**src/rtl/tracker_calib_pkg.sv**
```systemverilog
// Shared types and constants for the tracker auto-calibration sequencer.
// Contents: FSM state encoding, sample width, signed sample limits and a
// saturation helper used when deriving thresholds.
package tracker_calib_pkg;

  localparam int SAMPLE_W = 16;

  localparam logic signed [SAMPLE_W-1:0] SMIN = {1'b1, {(SAMPLE_W-1){1'b0}}};
  localparam logic signed [SAMPLE_W-1:0] SMAX = {1'b0, {(SAMPLE_W-1){1'b1}}};

  typedef enum logic [2:0] {
    IDLE    = 3'd0,
    ACQUIRE = 3'd1,
    COMPUTE = 3'd2,
    APPLY   = 3'd3,
    RUN     = 3'd4
  } calib_state_t;

  // Clamp a two-guard-bit result back into the signed sample range.
  function automatic logic signed [SAMPLE_W-1:0] sat_sample(
    input logic signed [SAMPLE_W+1:0] v
  );
    if (v > SMAX) return SMAX;
    if (v < SMIN) return SMIN;
    return v[SAMPLE_W-1:0];
  endfunction

endpackage

```
**src/rtl/signed_minmax_acc.sv**
```systemverilog
// Running signed minimum/maximum accumulator.
// Ports:
//   clk     - clock
//   rst     - synchronous active-high reset (same state as clear)
//   clear   - restart accumulation: min <- SMAX, max <- SMIN
//   en      - fold 'sample' into the running min/max
//   sample  - signed input sample
//   min_val - registered running minimum
//   max_val - registered running maximum
module signed_minmax_acc
  import tracker_calib_pkg::*;
(
  input  logic                       clk,
  input  logic                       rst,
  input  logic                       clear,
  input  logic                       en,
  input  logic signed [SAMPLE_W-1:0] sample,
  output logic signed [SAMPLE_W-1:0] min_val,
  output logic signed [SAMPLE_W-1:0] max_val
);

  always_ff @(posedge clk) begin
    if (rst || clear) begin
      min_val <= SMAX;
      max_val <= SMIN;
    end else if (en) begin
      if (sample < min_val) min_val <= sample;
      if (sample > max_val) max_val <= sample;
    end
  end

endmodule

```
**src/rtl/axis_tracker_calibrator.sv**
```systemverilog
// Auto-calibration sequencer for the quadrature position tracker.
// Measures min/max of channel A over 2^log_window accepted beats, derives
// hysteresis thresholds around the signal centre, loads them into the
// tracker and then releases the tracker from reset.
// Ports:
//   aclk, areset          - clock, synchronous active-high reset
//   start, abort          - single-cycle control pulses (abort wins)
//   log_window            - window = 2^min(log_window, MAX_LOG_WINDOW) beats
//   hyst_shift            - half-band = span >> hyst_shift (0 acts as 1)
//   min_span              - minimum acceptable max-min (unsigned)
//   S_AXIS_tvalid/tdata   - sample stream {chan B, chan A}
//   S_AXIS_tready         - always ready outside reset
//   lower/upper_threshold - signed thresholds to the tracker
//   tracker_aresetn       - active-low tracker reset, high only in RUN
//   busy, done, fail      - status (done is a one-cycle pulse, fail a level)
//   sample_min/max        - last captured channel A extremes
module axis_tracker_calibrator #(
  parameter int S_AXIS_TDATA_WIDTH = 32,
  parameter int MAX_LOG_WINDOW     = 20,
  parameter logic signed [S_AXIS_TDATA_WIDTH/2-1:0] DEFAULT_LOWER = -16'sd1024,
  parameter logic signed [S_AXIS_TDATA_WIDTH/2-1:0] DEFAULT_UPPER = 16'sd1024
) (
  input  logic                                 aclk,
  input  logic                                 areset,
  input  logic                                 start,
  input  logic                                 abort,
  input  logic [4:0]                           log_window,
  input  logic [3:0]                           hyst_shift,
  input  logic [15:0]                          min_span,
  input  logic                                 S_AXIS_tvalid,
  input  logic [S_AXIS_TDATA_WIDTH-1:0]        S_AXIS_tdata,
  output logic                                 S_AXIS_tready,
  output logic signed [S_AXIS_TDATA_WIDTH/2-1:0] lower_threshold,
  output logic signed [S_AXIS_TDATA_WIDTH/2-1:0] upper_threshold,
  output logic                                 tracker_aresetn,
  output logic                                 busy,
  output logic                                 done,
  output logic                                 fail,
  output logic signed [S_AXIS_TDATA_WIDTH/2-1:0] sample_min,
  output logic signed [S_AXIS_TDATA_WIDTH/2-1:0] sample_max
);
  import tracker_calib_pkg::*;

  localparam logic [4:0]                CLAMP_LW = 5'(MAX_LOG_WINDOW);
  localparam logic [MAX_LOG_WINDOW:0]   CNT_ONE  = {{MAX_LOG_WINDOW{1'b0}}, 1'b1};

  calib_state_t                 state;
  logic [4:0]                   window_r;
  logic [MAX_LOG_WINDOW:0]      beat_count;
  logic [SAMPLE_W:0]            span_r;
  logic signed [SAMPLE_W-1:0]   center_r;

  logic                         beat;
  logic                         acc_clear;
  logic                         acc_en;
  logic signed [SAMPLE_W-1:0]   chan_a;
  logic signed [SAMPLE_W-1:0]   acc_min;
  logic signed [SAMPLE_W-1:0]   acc_max;
  logic [MAX_LOG_WINDOW:0]      count_inc;
  logic [MAX_LOG_WINDOW:0]      beat_target;
  logic [SAMPLE_W:0]            span_c;
  logic [SAMPLE_W:0]            sum_c;
  logic [3:0]                   eff_shift;
  logic [SAMPLE_W:0]            half;
  logic signed [SAMPLE_W+1:0]   lower_c;
  logic signed [SAMPLE_W+1:0]   upper_c;
  logic                         unused_chan_b;

  assign S_AXIS_tready = ~areset;
  assign beat          = S_AXIS_tvalid & S_AXIS_tready;
  assign chan_a        = S_AXIS_tdata[SAMPLE_W-1:0];
  // Channel B is carried on the same beat but plays no part in calibration.
  assign unused_chan_b = ^S_AXIS_tdata[S_AXIS_TDATA_WIDTH-1:SAMPLE_W];

  always_comb begin
    acc_clear   = ((state == IDLE) || (state == RUN)) && start && !abort;
    acc_en      = (state == ACQUIRE) && beat && !abort;
    count_inc   = beat_count + CNT_ONE;
    beat_target = CNT_ONE << window_r;
    // Both are 17-bit so neither the difference nor the sum can overflow.
    span_c      = {acc_max[SAMPLE_W-1], acc_max} - {acc_min[SAMPLE_W-1], acc_min};
    sum_c       = {acc_max[SAMPLE_W-1], acc_max} + {acc_min[SAMPLE_W-1], acc_min};
    eff_shift   = (hyst_shift == 4'd0) ? 4'd1 : hyst_shift;
    half        = span_r >> eff_shift;
    lower_c     = {{2{center_r[SAMPLE_W-1]}}, center_r} - {1'b0, half};
    upper_c     = {{2{center_r[SAMPLE_W-1]}}, center_r} + {1'b0, half};
  end

  signed_minmax_acc u_minmax (
    .clk     (aclk),
    .rst     (areset),
    .clear   (acc_clear),
    .en      (acc_en),
    .sample  (chan_a),
    .min_val (acc_min),
    .max_val (acc_max)
  );

  always_ff @(posedge aclk) begin
    if (areset) begin
      state           <= IDLE;
      window_r        <= '0;
      beat_count      <= '0;
      span_r          <= '0;
      center_r        <= '0;
      lower_threshold <= DEFAULT_LOWER;
      upper_threshold <= DEFAULT_UPPER;
      tracker_aresetn <= 1'b0;
      busy            <= 1'b0;
      done            <= 1'b0;
      fail            <= 1'b0;
      sample_min      <= '0;
      sample_max      <= '0;
    end else begin
      done <= 1'b0;
      if (abort) begin
        state           <= IDLE;
        busy            <= 1'b0;
        tracker_aresetn <= 1'b0;
      end else begin
        case (state)
          IDLE, RUN: begin
            if (start) begin
              state           <= ACQUIRE;
              beat_count      <= '0;
              fail            <= 1'b0;
              window_r        <= (log_window > CLAMP_LW) ? CLAMP_LW : log_window;
              busy            <= 1'b1;
              tracker_aresetn <= 1'b0;
            end
          end
          ACQUIRE: begin
            if (beat) begin
              beat_count <= count_inc;
              // The accumulator folds this same beat in at this edge.
              if (count_inc == beat_target) state <= COMPUTE;
            end
          end
          COMPUTE: begin
            sample_min <= acc_min;
            sample_max <= acc_max;
            span_r     <= span_c;
            center_r   <= sum_c[SAMPLE_W:1];
            state      <= APPLY;
          end
          APPLY: begin
            busy <= 1'b0;
            if (span_r >= {1'b0, min_span}) begin
              lower_threshold <= sat_sample(lower_c);
              upper_threshold <= sat_sample(upper_c);
              done            <= 1'b1;
              tracker_aresetn <= 1'b1;
              state           <= RUN;
            end else begin
              fail  <= 1'b1;
              state <= IDLE;
            end
          end
          default: begin
            state           <= IDLE;
            busy            <= 1'b0;
            tracker_aresetn <= 1'b0;
          end
        endcase
      end
    end
  end

endmodule

```
**config.mk**
```make
export PLATFORM = sky130hd
export DESIGN_NAME = axis_tracker_calibrator
export DESIGN_NICKNAME = d
export VERILOG_FILES = /design/src/rtl/tracker_calib_pkg.sv /design/src/rtl/signed_minmax_acc.sv /design/src/rtl/axis_tracker_calibrator.sv
export SDC_FILE = /design/constraint.sdc
export NUM_CORES = 1
export LEC_CHECK = 0
export ABC_AREA = 1
export CAP_MARGIN = 25
export CORE_MARGIN = 3
export CORE_UTILIZATION = 40
export DETAILED_ROUTE_END_ITERATION = 8
export SLEW_MARGIN = 20
export SYNTH_ARGS = -nofsm -noshare
export SYNTH_HDL_FRONTEND = slang
export SYNTH_SLANG_ARGS = --single-unit
```
**constraint.sdc**
```tcl
create_clock -name aclk -period 4.19 [get_ports aclk]
set_input_delay 1.0475 -clock aclk [delete_from_list [all_inputs] [get_ports aclk]]
set_output_delay 1.0475 -clock aclk [all_outputs]
set_load 0.005 [all_outputs]
```
After elaboration in Yosys (flattened, before gate mapping) --
Index checks and enable logic that the tools add are counted.
Storage, ports and cells: register bits after elaboration 162, bits of input ports 62
Operators by class: $add $sub $neg 5, $lt $le $gt $ge 8, equal/unequal tests 10, shift operators 2, mux-type cells 48, bitwise logic cells 5, reductions and logical operators 25
Operators with widths (number):
- $mux 16 | 8
- $mux 21 | 2
- $pmux 21 s2 | 1
- $gt 18x16->1 const B | 2
- $lt 18x16->1 const B | 2
- $mux 1 | 27
- $add 21x1->21 const B | 1
- $eq 21x21->1 | 1
- $shl 1x5->21 const A | 1
- $add 18x17->18 | 1
- $sub 18x17->18 | 1
- $add 16x16->17 | 1
- $ge 17x16->1 | 1
- $shr 17x4->17 | 1
- $sub 16x16->17 | 1
- $gt 16x16->1 | 1
- $lt 16x16->1 | 1
- $mux 3 | 4
- $pmux 3 s4 | 1
- $reduce_and 3->1 | 4
- $ne 2x2->1 const B | 4
- $reduce_and 2->1 | 4
- $reduce_and 4->1 | 2
- $eq 3x2->1 const B | 2
- 18 further kinds | 29

Logic depth before layout (Yosys ltp) --
Gate-level depths: netlist (run 1).
depth in word-level cells 17, gate-level depth with buffers 30, gate-level depth less buffers 29

Modules after synthesis --
A second synthesis (run 1) with hierarchy kept.
Second synthesis, totals: cells, all modules 1952, area total of the unflattened synthesis 12862.3 um^2
Modules (own cells, without submodules):
- axis_tracker_calibrator | times used 1, cells an instance 1617, area an instance 10303.6 um^2
- signed_minmax_acc | times used 1, cells an instance 335, area an instance 2558.7 um^2

Worst setup path before layout (run 1) --
Ideal clock, no wire load.
path type input port to flip-flop, start input port hyst_shift[3], end register upper_threshold[11], data arrival time 4.021 ns, data required time 4.071 ns, slack 0.050 ns, cell stages on the path 28, path buffers 3, cell sequence buf_2 -> nor2_2 -> nor2_4 -> inv_4 -> buf_4 -> nand2_1 -> o21ai_1 -> nand2_1 -> o21ai_1 -> nand2_1 -> o21ai_0 -> o21ai_0 -> inv_1 -> ha_1 -> fa_1 -> nand3_1 -> nand3_1 -> a21oi_2 -> o21bai_2 -> nand3_1 -> nand2_1 -> nand2_1 -> nand2_1 -> o21ai_2 -> nand2_1 -> inv_2 -> buf_6 -> a21oi_1
Between the ends: word-level cells in the longest chain between the ends 13, elaborated cells on any way between the ends 20
RTL lines:
- start: declaration | line axis_tracker_calibrator.sv:28 | input logic [3:0] hyst_shift,
- $logic_not 4->1 | line axis_tracker_calibrator.sv:83 | eff_shift = (hyst_shift == 4'd0) ? 4'd1 : hyst_shift;
- $mux 4 (*) | line axis_tracker_calibrator.sv:83
- $shr 17x4->17 (*) | line axis_tracker_calibrator.sv:84 | half = span_r >> eff_shift;
- $add 18x17->18 (*) | line axis_tracker_calibrator.sv:86 | upper_c = {{2{center_r[SAMPLE_W-1]}}, center_r} + {1'b0, half};
- $lt 18x16->1 | line tracker_calib_pkg.sv:24 | if (v < SMIN) return SMIN;
- $mux 1 (2 in series) | line tracker_calib_pkg.sv:24
- $mux 1 | line axis_tracker_calibrator.sv:148 | if (span_r >= {1'b0, min_span}) begin
- $mux 1 | line axis_tracker_calibrator.sv:121 | case (state)
- $mux 1 | line axis_tracker_calibrator.sv:116 | if (abort) begin
- $mux 1 | line axis_tracker_calibrator.sv:100 | if (areset) begin
- $mux 16 | line tracker_calib_pkg.sv:25 | return v[SAMPLE_W-1:0];
- $mux 16 (*) | line tracker_calib_pkg.sv:24
- end signal: assignment | line axis_tracker_calibrator.sv:150 | upper_threshold <= sat_sample(upper_c);
- end: declaration | line axis_tracker_calibrator.sv:34 | output logic signed [S_AXIS_TDATA_WIDTH/2-1:0] upper_threshold,
Every way passes the cells marked *; elsewhere a longest branch is shown, timed or not. The select of a mux whose other input is x is not followed. A chain may end at the register's enable or synchronous reset.

Final worst setup path (run 1) --
start input port hyst_shift[1], end register upper_threshold[2]
The elaborated chain is that of the path after synthesis.

==> results of run 1 <==
==> registers in the layout, indices dropped and copies added (netlist names) <==
signal and flops:
state 3, upper_threshold 16, u_minmax.max_val 16, span_r 17
u_minmax.min_val 16, busy 1, sample_max 16, lower_threshold 16
sample_min 16, fail 1, center_r 16, window_r 5
beat_count 21, done 1, tracker_aresetn 1
==> cells in the mapped netlist, drive strengths merged, types with 2 or more instances <==
cell type  count  area share, %
nand2        367             12
inv          272            8.4
a21oi        223            9.6
o21ai        200            8.4
dfxtp        162             27
nor2         160            5.5
ha           116             12
nand3         99            4.2
clkbuf        45            1.4
xor2          40            3.0
buf           26            1.2
nand4         17           0.93
nor3          17           0.83
o21bai        15            1.1
nand3b        11           0.68
o211ai         7           0.43
xnor2          7           0.51
a31oi          5           0.26
a211oi         4           0.29
a21o           4           0.25
fa             4           0.66
o221ai         4           0.29
a21boi         3           0.19
o31ai          3           0.19
clkinv         2          0.072
conb           2          0.062
nor4           2           0.10
o2111ai        2           0.14
o22ai          2           0.10
==> worst min-delay path, stage by stage, from the launching register on <==
cell     delay (ns)
dfxtp_1        0.31
nand2_1        0.06
a21oi_1        0.05
==> repair_timing <==
action,CTS,global route
gates resized for setup,53,110
setup buffers,6,6
endpoints found under the setup margin,32,32
cloned,1,1
pin swaps,15,41
==> cell usage in the layout (no fill, tap or decap), types with 21 or more instances in the layout <==
| cell type | instances |
|---|---|
| inv_1 | 249 |
| o21ai_1 | 39 |
| inv_2 | 22 |
| clkdlybuf4s50_1 | 109 |
| o21ai_2 | 22 |
| nand3_1 | 91 |
| a21oi_1 | 204 |
| nand2_1 | 340 |
| nor2_1 | 134 |
| o21ai_0 | 134 |
| xor2_1 | 39 |
| buf_4 | 159 |
| dfxtp_1 | 162 |
| ha_1 | 102 |
| nand2_2 | 21 |
==> metrics by stage <==
| step | power, mW | hold WS [ns] |
|---|---|---|
| 2_1_floorplan | 2.13 | 0.452 |
| 3_3_place_gp | 2.47 | 0.457 |
| 3_5_place_dp | 2.48 | 0.454 |
| 4_1_cts | 4.11 | 0.465 |
| 5_1_grt | 4.36 | 0.487 |
| 6_report | 4.15 | 0.461 |
==> routing by layer <==
| layer | GRT usage, % | vias up | part of all wire (%) |
|---|---|---|---|
| li1 | - | 6442 | - |
| met1 | 28.7 | 5702 | 47 |
| met2 | 38.7 | 269 | 48 |
| met3 | 2.99 | 39 | 3.5 |
| met4 | 5.07 | 0 | 1.5 |
| met5 | 0 | - | 0 |
==> layout make-up <==
class                           instances  area [sq um]
Timing Repair Buffer                  277          2370
Tap cell                              390           488
Timing Repair inverter                  2          13.8
Inverter                              274          1040
Clock inverter                         14           156
Clock buffer                           18           439
Sequential cell                       162          3240
Fill cell                            2944         13900
Multi-Input combinational cell       1324          8090
==> worst max path at each step <==
stage,from,end,slack [ns],depth (start not counted)
6_report,hyst_shift[1],upper_threshold[2],0.19,30
5_1_grt,hyst_shift[1],upper_threshold[5],-0.04,29
4_1_cts,hyst_shift[2],upper_threshold[12],0.002,27
3_5_place_dp,hyst_shift[1],upper_threshold[2],-0.92,27
3_3_place_gp,hyst_shift[1],upper_threshold[2],-0.78,26
2_1_floorplan,hyst_shift[3],upper_threshold[11],0.05,28
==> power groups by stage <==
stage	logic [mW]	clock network, mW	registers, mW
4_1_cts	0.877	1.63	1.60
3_5_place_dp	0.847	0	1.63
5_1_grt	1.05	1.70	1.60
6_report	0.946	1.61	1.60
2_1_floorplan	0.503	0	1.62
3_3_place_gp	0.837	0	1.63
==> cells by family after synthesis <==
family / after synthesis / synth area share, %
and+or+nand+nor: 677 / 24.1
AOI/OAI and AO/OA: 476 / 21.5
buffers and inverters: 345 / 11.1
DFF: 162 / 26.8
adders and majority gates: 120 / 12.6
xor gates and xnor gates: 48 / 3.64
other: 2 / 0.0620
muxes: 1 / 0.0826
==> results.cfg, run 1 <==
[hold_path]
hold_depth = 2
worstHoldStart = busy
hold_end = busy
min_path_type = register to register

[layout]
nNetsFinal = 2240
finalInstanceArea_sq_mm = 0.0158
antennaDiodeCount = 0
synthToLayoutAreaGrowth_pct = 30.7
post-route-util_pct = 53.3
final_cells = 2461
drive_above_1_share_pct = 18.0

[place]
portBuffers = 114
globalplace.congestion = 0.900
place_inst = 2415
dpl.hpwl_um = 28200
place_ws_ns = -0.922
dpl-instance-area_sq_mm = 0.0146

[grt]
grt_usage_pct = 22.0
grt_pass1_vias = 12000
grt_max_degree = 99
overflow = 0
antenna_found_initial = 0
grt_pass1_wl_um = 59300

[sta]
fin_crit_sh_pct = 95.4
drv_slew = 0
fin_ws_ns = 0.193
final.min_clock_period_ns = 4.00
rsz0062_at_grt = yes
tns_ns = 0
setup_viol_count_final = 0
fmax_mhz = 250
slew_headroom_pct = 41.6
finalHoldViolations = 0
worstMarginPinSlew_ns = 0.876
fin_worst_skew_ns = 0.0135

[critical_path]
critPathTopFamily = simple AND/OR/NAND/NOR gates
arrival_ns = 4.38
reg2reg_from = span_r[10]
path_class = input port to register
crit_fanout = 7
crit_slowest_cell = ha_4
startpoint_type = input port
critical-path-max-stage-delay_ns = 0.27
rrSetupSlack_ns = 0.95
rr_worst_depth = 22
crit_top_cell = nand2_1
cp-end-kind = register
crit_buf_inv = 10
reg2reg_to = upper_threshold[12]
cp.required_ns = 4.57

[logic_synthesis]
yosysUniqueCellTypes = 61
syn_area_per_cell_sq_um = 6.62
synthArstFlopShare_pct = 0
synthFlopType = dfxtp_1
synth-seq-cells = 162
yosysWarnings = 0
yosysSeqAreaShare_pct = 26.8
syn_nets = 2013
synth_area_sq_mm = 0.0121
syn-instance-count = 1831
synth-edff-count = 0

[power_and_ir_drop]
pwr-share-comb_pct = 22.8
pwr-share-seq_pct = 38.5
p_sw_mw = 1.36
cellPowerDensity_mw_per_mm2 = 262
netSwitchingFraction_pct = 32.8
ir_drop_v = 0.000227
clockPowerShare_pct = 38.7
leakage_nw = 7.29
internal_power_mw = 2.79

[cts]
root_buffer = clkbuf_16
postCtsHoldBufs = 0
numCtsBuffers = 17
cts_buffer_depth = 2
clk_pin_slew_ns = 0.07
cts.sinks = 162
insertion_delay_ns = 0.45
cts_tree = built
cts_max_level = 4

[routing]
vias_per_cell = 5.06
wl_per_cell_um = 14.8
vias = 12500
drc = 0
drtAntennaViolNets = 0
drt_pre_antenna_iters = 5
drt_wl_total_um = 36500
drtIter0Drc = 879

[floorplan]
fp.dieW_um = 180
dieArea_sq_mm = 0.0324
core_sq_mm = 0.0297
start_util_pct = 40.8
die_h_um = 180
io_pins = 131
rows = 63

[job]
drv_cap = 0

[run_status]
status = finished, final reports clean
Power figures use the tool's default switching activity.
==> run 2, diff against run 1 <==
--- a/config.mk
+++ b/config.mk
@@ -10,6 +10,7 @@
 export CORE_MARGIN = 3
 export CORE_UTILIZATION = 40
 export DETAILED_ROUTE_END_ITERATION = 8
+export MAX_ROUTING_LAYER = met4
 export SLEW_MARGIN = 20
 export SYNTH_ARGS = -nofsm -noshare
 export SYNTH_HDL_FRONTEND = slang
==> run 2 against run 1 <==
- utilization grew 0.34 points
- wire length grew 1.3%
- sequential power is essentially flat
- die area is the same
- sequential cell count is the same
- hold slack gained 0.0046 ns
- setup slack lost 0.014 ns
- first-iteration DRC count shrank 27%
- critical endpoint unchanged
- sequential share of layout area shrank 0.13 points
- largest power group unchanged
==> results.cfg, run 2 (synthesis gave the netlist of run 1 again) <==
[power_and_ir_drop]
internal_power_mw = 2.80
cellPowerDensity_mw_per_mm2 = 261
leakage_nw = 7.31
pwr-share-seq_pct = 38.5
pwr-share-comb_pct = 22.8
p_sw_mw = 1.36
total_power_mw = 4.16
clockPowerShare_pct = 38.7
netSwitchingFraction_pct = 32.8
ir_drop_v = 0.000241

[floorplan]
die_h_um = 180
io_pins = 131
dieArea_sq_mm = 0.0324
core_sq_mm = 0.0297
fp.dieW_um = 180
start_util_pct = 40.8
rows = 63

[layout]
nNetsFinal = 2244
layout_common_cells = nand2_1, inv_1, a21oi_1
reg_top3 = beat_count: 21 flops, span_r: 17 flops
seqCellArea_sq_mm = 0.00324
multi_input_comb_area_sq_mm = 0.00814
antennaDiodeCount = 0
fillCellCount = 2965
regMostFlops = beat_count
synthToLayoutAreaGrowth_pct = 31.5
largest_reg_flops = 21
drive_above_1_share_pct = 18.5
final_common_cell = nand2_1

[place]
dpl.hpwl_um = 28300
globalplace.congestion = 0.954
portBuffers = 114

[sta]
fin_crit_sh_pct = 95.7
fin_worst_skew_ns = 0.0192
finalHoldViolations = 0
setup_viol_count_final = 0
worstMarginPinSlew_ns = 0.887
drv_slew = 0
rsz0062_at_grt = yes
slew_headroom_pct = 40.9
final.min_clock_period_ns = 4.01
fmax_mhz = 249
hold_slack_ns = 0.466

[grt]
grt_pass1_vias = 12000
grt_pass1_wl_um = 60000
grt_max_degree = 99
grt_usage_pct = 22.9
overflow = 0
antenna_found_initial = 0

[cts]
cts_max_level = 4
root_buffer = clkbuf_16
numCtsBuffers = 17
cts_tree = built
cts.sinks = 162
postCtsHoldBufs = 0
insertion_delay_ns = 0.44
cts_buffer_depth = 2
clk_pin_slew_ns = 0.07

[critical_path]
path_class = input port to register
rrSetupSlack_ns = 0.96
arrival_ns = 4.38
rr_worst_depth = 20
crit_fanout = 6
cp.required_ns = 4.56
cp-end-kind = register
startpoint_type = input port

[routing]
vias_per_cell = 5.07
drt_pre_antenna_iters = 6
drtAntennaViolNets = 0
vias = 12500
wl_per_cell_um = 15.0
drt_wl_total_um = 37000
drtIter0Drc = 640
drc = 0

[hold_path]
min_path_type = register to register
hold_depth = 2

[job]
drv_cap = 0

[run_status]
status = finished, final reports clean
==> run 2: power by group through the flow <==
stage	registers, mW	clock network, mW	logic, mW
2_1_floorplan	1.62	0	0.503
3_3_place_gp	1.63	0	0.839
3_5_place_dp	1.63	0	0.848
4_1_cts	1.60	1.64	0.885
5_1_grt	1.60	1.69	1.05
6_report	1.60	1.61	0.948
==> run 2: through the flow <==
stage	utilization [%]	setup slack (ns)	instances	instance area, sq um	setup TNS [ns]
after floorplan	-	0.0499	1831	12100	0
after global placement	49.0	-0.872	2413	14600	-25.82
after detailed placement	49.0	-0.922	2413	14600	-26.61
after CTS	51.7	0.00301	2453	15400	0
after global routing	53.6	-0.0947	2465	15900	-1.12
final	53.6	0.179	2465	15900	0
==> run 2: area by class of cell <==
| class | instances | area share, % |
|---|---|---|
| Clock buffer | 18 | 2.76 |
| Clock inverter | 14 | 1.01 |
| Inverter | 274 | 6.49 |
| Multi-Input combinational cell | 1324 | 51.1 |
| Sequential cell | 162 | 20.4 |
| Tap cell | 390 | 3.06 |
| Timing Repair Buffer | 281 | 15.1 |
| Timing Repair inverter | 2 | 0.0942 |
==> run 2: worst max-delay path: stages <==
cell and delay [ns]:
buf_4 0.10, nor2_4 0.04, inv_2 0.07, nor2_4 0.04
nor2_4 0.19, inv_4 0.09, buf_6 0.12, buf_6 0.12
nand2_4 0.05, o21ai_4 0.07, mux2i_2 0.18, nand2_1 0.09
a32oi_2 0.20, buf_4 0.14, inv_1 0.05, buf_4 0.14
ha_4 0.27, nand2_1 0.06, inv_2 0.08, nand3_2 0.09
o21ai_4 0.20, nand2_1 0.08, nand2_2 0.12, xor2_2 0.18
o21ai_2 0.09, nand2_2 0.12, clkinvlp_4 0.18, a21oi_1 0.16
==> run 2: final timing paths <==
path                   endpoint               start
max          upper_threshold[2]       hyst_shift[1]
min          lower_threshold[1]  lower_threshold[1]
max reg2reg  upper_threshold[2]          span_r[12]
min reg2reg  lower_threshold[1]  lower_threshold[1]
==> run 2: metal layers <==
layer	up-vias	share of wire, %	global-route usage (%)
met5	-	0	-
met1	5702	46	29.3
li1	6466	-	-
met4	0	1.7	5.31
met2	282	49	38.7
met3	46	3.6	2.91
==> run 2: what timing repair did <==
| action | 4_1_cts | 5_1_grt |
|---|---|---|
| resized for setup | 50 | 128 |
| gates cloned | 1 | 1 |
| pin swaps | 22 | 41 |
| buffers inserted | 8 | 13 |
| setup endpoints to repair | 32 | 32 |
==> run 3, diff against run 2 <==
--- a/config.mk
+++ b/config.mk
@@ -7,6 +7,7 @@
 export LEC_CHECK = 0
 export ABC_AREA = 1
 export CAP_MARGIN = 25
+export CORE_ASPECT_RATIO = 1.75
 export CORE_MARGIN = 3
 export CORE_UTILIZATION = 40
 export DETAILED_ROUTE_END_ITERATION = 8
==> run 3 against run 2 <==
- clock skew down 0.011 ns
- setup slack gained 0.043 ns
- critical path type unchanged
- maximum frequency is 1.1% higher
- first-iteration DRC count decreased by 13%
- register-to-register slack worse by 0.07 ns
- count of clock-buffer cells in the layout stayed put
- non-clock buffer count down 5
- final cell count down 0.61%
- utilization fell by 0.86 points
==> results.cfg, run 3 (synthesis gave the netlist of run 1 again) <==
[hold_path]
hold_depth = 2
min_path_type = register to register

[place]
portBuffers = 114
dpl-instance-area_sq_mm = 0.0146
dpl.hpwl_um = 30800
globalplace.congestion = 0.905

[grt]
met3_usage_pct = 2.28
top_usage_layer = met2
grt_max_degree = 99
use_met1_pct = 24.4
grt_usage_pct = 24.6
antenna_found_initial = 0
grt_pass1_vias = 12200
overflow = 0
grt_use_met2_pct = 45.5
grt_pass1_wl_um = 61200

[cts]
numCtsBuffers = 17
cts_tree = built
cts_buffer_depth = 2
clk_pin_slew_ns = 0.06
cts_max_level = 4
cts.sinks = 162
root_buffer = clkbuf_16
postCtsHoldBufs = 0
insertion_delay_ns = 0.46

[layout]
drive_above_1_share_pct = 16.2
fillCellCount = 3025
largest_reg_flops = 21
finalInstanceArea_sq_mm = 0.0156
multi_input_comb_area_sq_mm = 0.00793
post-route-util_pct = 52.8
regMostFlops = beat_count
layout_common_cells = nand2_1, inv_1, a21oi_1
final_common_cell = nand2_1
seqCellArea_sq_mm = 0.00324
antennaDiodeCount = 0
reg_top3 = beat_count: 21 flops, span_r: 17 flops
nNetsFinal = 2238
synthToLayoutAreaGrowth_pct = 28.9

[floorplan]
fp.dieW_um = 138
io_pins = 131
die_h_um = 236
start_util_pct = 41.0
rows = 83
core_sq_mm = 0.0296
dieArea_sq_mm = 0.0325

[job]
drv_cap = 0

[routing]
drtAntennaViolNets = 0
vias_per_cell = 5.06
drt_wl_total_um = 38500
vias = 12400
wl_per_cell_um = 15.7
drc = 0
drtIter0Drc = 556
drt_pre_antenna_iters = 6

[sta]
fin_crit_sh_pct = 94.7
final.min_clock_period_ns = 3.97
worstMarginPinSlew_ns = 0.884
fmax_mhz = 252
slew_headroom_pct = 41.0
fin_worst_skew_ns = 0.00814
finalHoldViolations = 0
setup_viol_count_final = 0
hold_slack_ns = 0.468
drv_slew = 0

[critical_path]
crit_fanout = 8
cp.required_ns = 4.52
arrival_ns = 4.30
startpoint_type = input port
cp-end-kind = register
path_class = input port to register
rr_worst_depth = 21

[power_and_ir_drop]
leakage_nw = 7.24
cellPowerDensity_mw_per_mm2 = 259
ir_drop_v = 0.000317

[run_status]
status = finished, final reports clean
==> run 3: changes by cell type in the layout (fill, tap and decap cells not counted), sizes merged <==
cell / before / now
buf: 170 / 164
clkbuf: 20 / 21
clkinvlp: 3 / 2
inv: 280 / 279
==> run 3: repair_timing <==
item	in CTS	in global routing
endpoints found under the setup margin	32	30
gates resized for setup	65	55
cloned	0	1
pin swaps	27	23
setup buffers	9	2
==> run 3: final timing paths <==
path / slack, ns / endpoint / from
max: 0.22 / lower_threshold[8] / hyst_shift[1]
min: 0.47 / upper_threshold[1] / upper_threshold[1]
max reg2reg: 0.89 / lower_threshold[8] / span_r[12]
min reg2reg: 0.47 / upper_threshold[1] / upper_threshold[1]
==> run 3: cell type report <==
class                      count  area share (%)
timing repair buffer         276            15.3
inverter                     274            6.63
clock buffer                  18            2.75
sequential                   162            20.8
timing repair inverter         1          0.0481
tap                          382            3.06
multi-input combinational   1324            50.8
clock inverter                13           0.673
==> run 3: through the flow <==
step           setup TNS [ns]  std cells  power (mW)  worst slack, ns
6_report                    0       2450        4.04            0.222
5_1_grt                -0.467       2450        4.23          -0.0513
4_1_cts                     0       2447        4.05           0.0137
3_5_place_dp           -27.56       2407        2.51           -0.927
3_3_place_gp           -26.10       2407        2.49           -0.856
2_1_floorplan               0       1831        2.13           0.0499
==> run 3: power by group <==
| group | switching (mW) | internal [mW] | total [mW] | leakage (nW) |
|---|---|---|---|---|
| clock | 0.726 | 0.768 | 1.49 | 0.266 |
| combinational | 0.546 | 0.403 | 0.949 | 5.67 |
| sequential | 0.0295 | 1.57 | 1.60 | 1.31 |
==> run 3: layer usage <==
| metal | part of all wire, % | up-vias |
|---|---|---|
| li1 | - | 6443 |
| met1 | 37 | 5615 |
| met2 | 55 | 247 |
| met3 | 2.5 | 97 |
| met4 | 5.4 | 0 |
| met5 | 0 | - |
==> run 3: critical path, cell delays in order <==
cell and delay [ns]:
clkbuf_2 0.11, nor2_4 0.05, inv_2 0.07, nor2_4 0.04, nor2_4 0.17, inv_4 0.07
buf_4 0.14, o21ai_1 0.16, mux2i_1 0.14, nor2_1 0.11, a31oi_1 0.05, buf_4 0.16
nor2_1 0.14, inv_1 0.06, ha_1 0.34, buf_4 0.18, a21oi_1 0.17, o21ai_1 0.12
a21oi_1 0.26, nand2_2 0.08, nand2_2 0.08, buf_6 0.10, nand3_4 0.09, a21oi_4 0.16
buf_12 0.14, a21oi_2 0.05
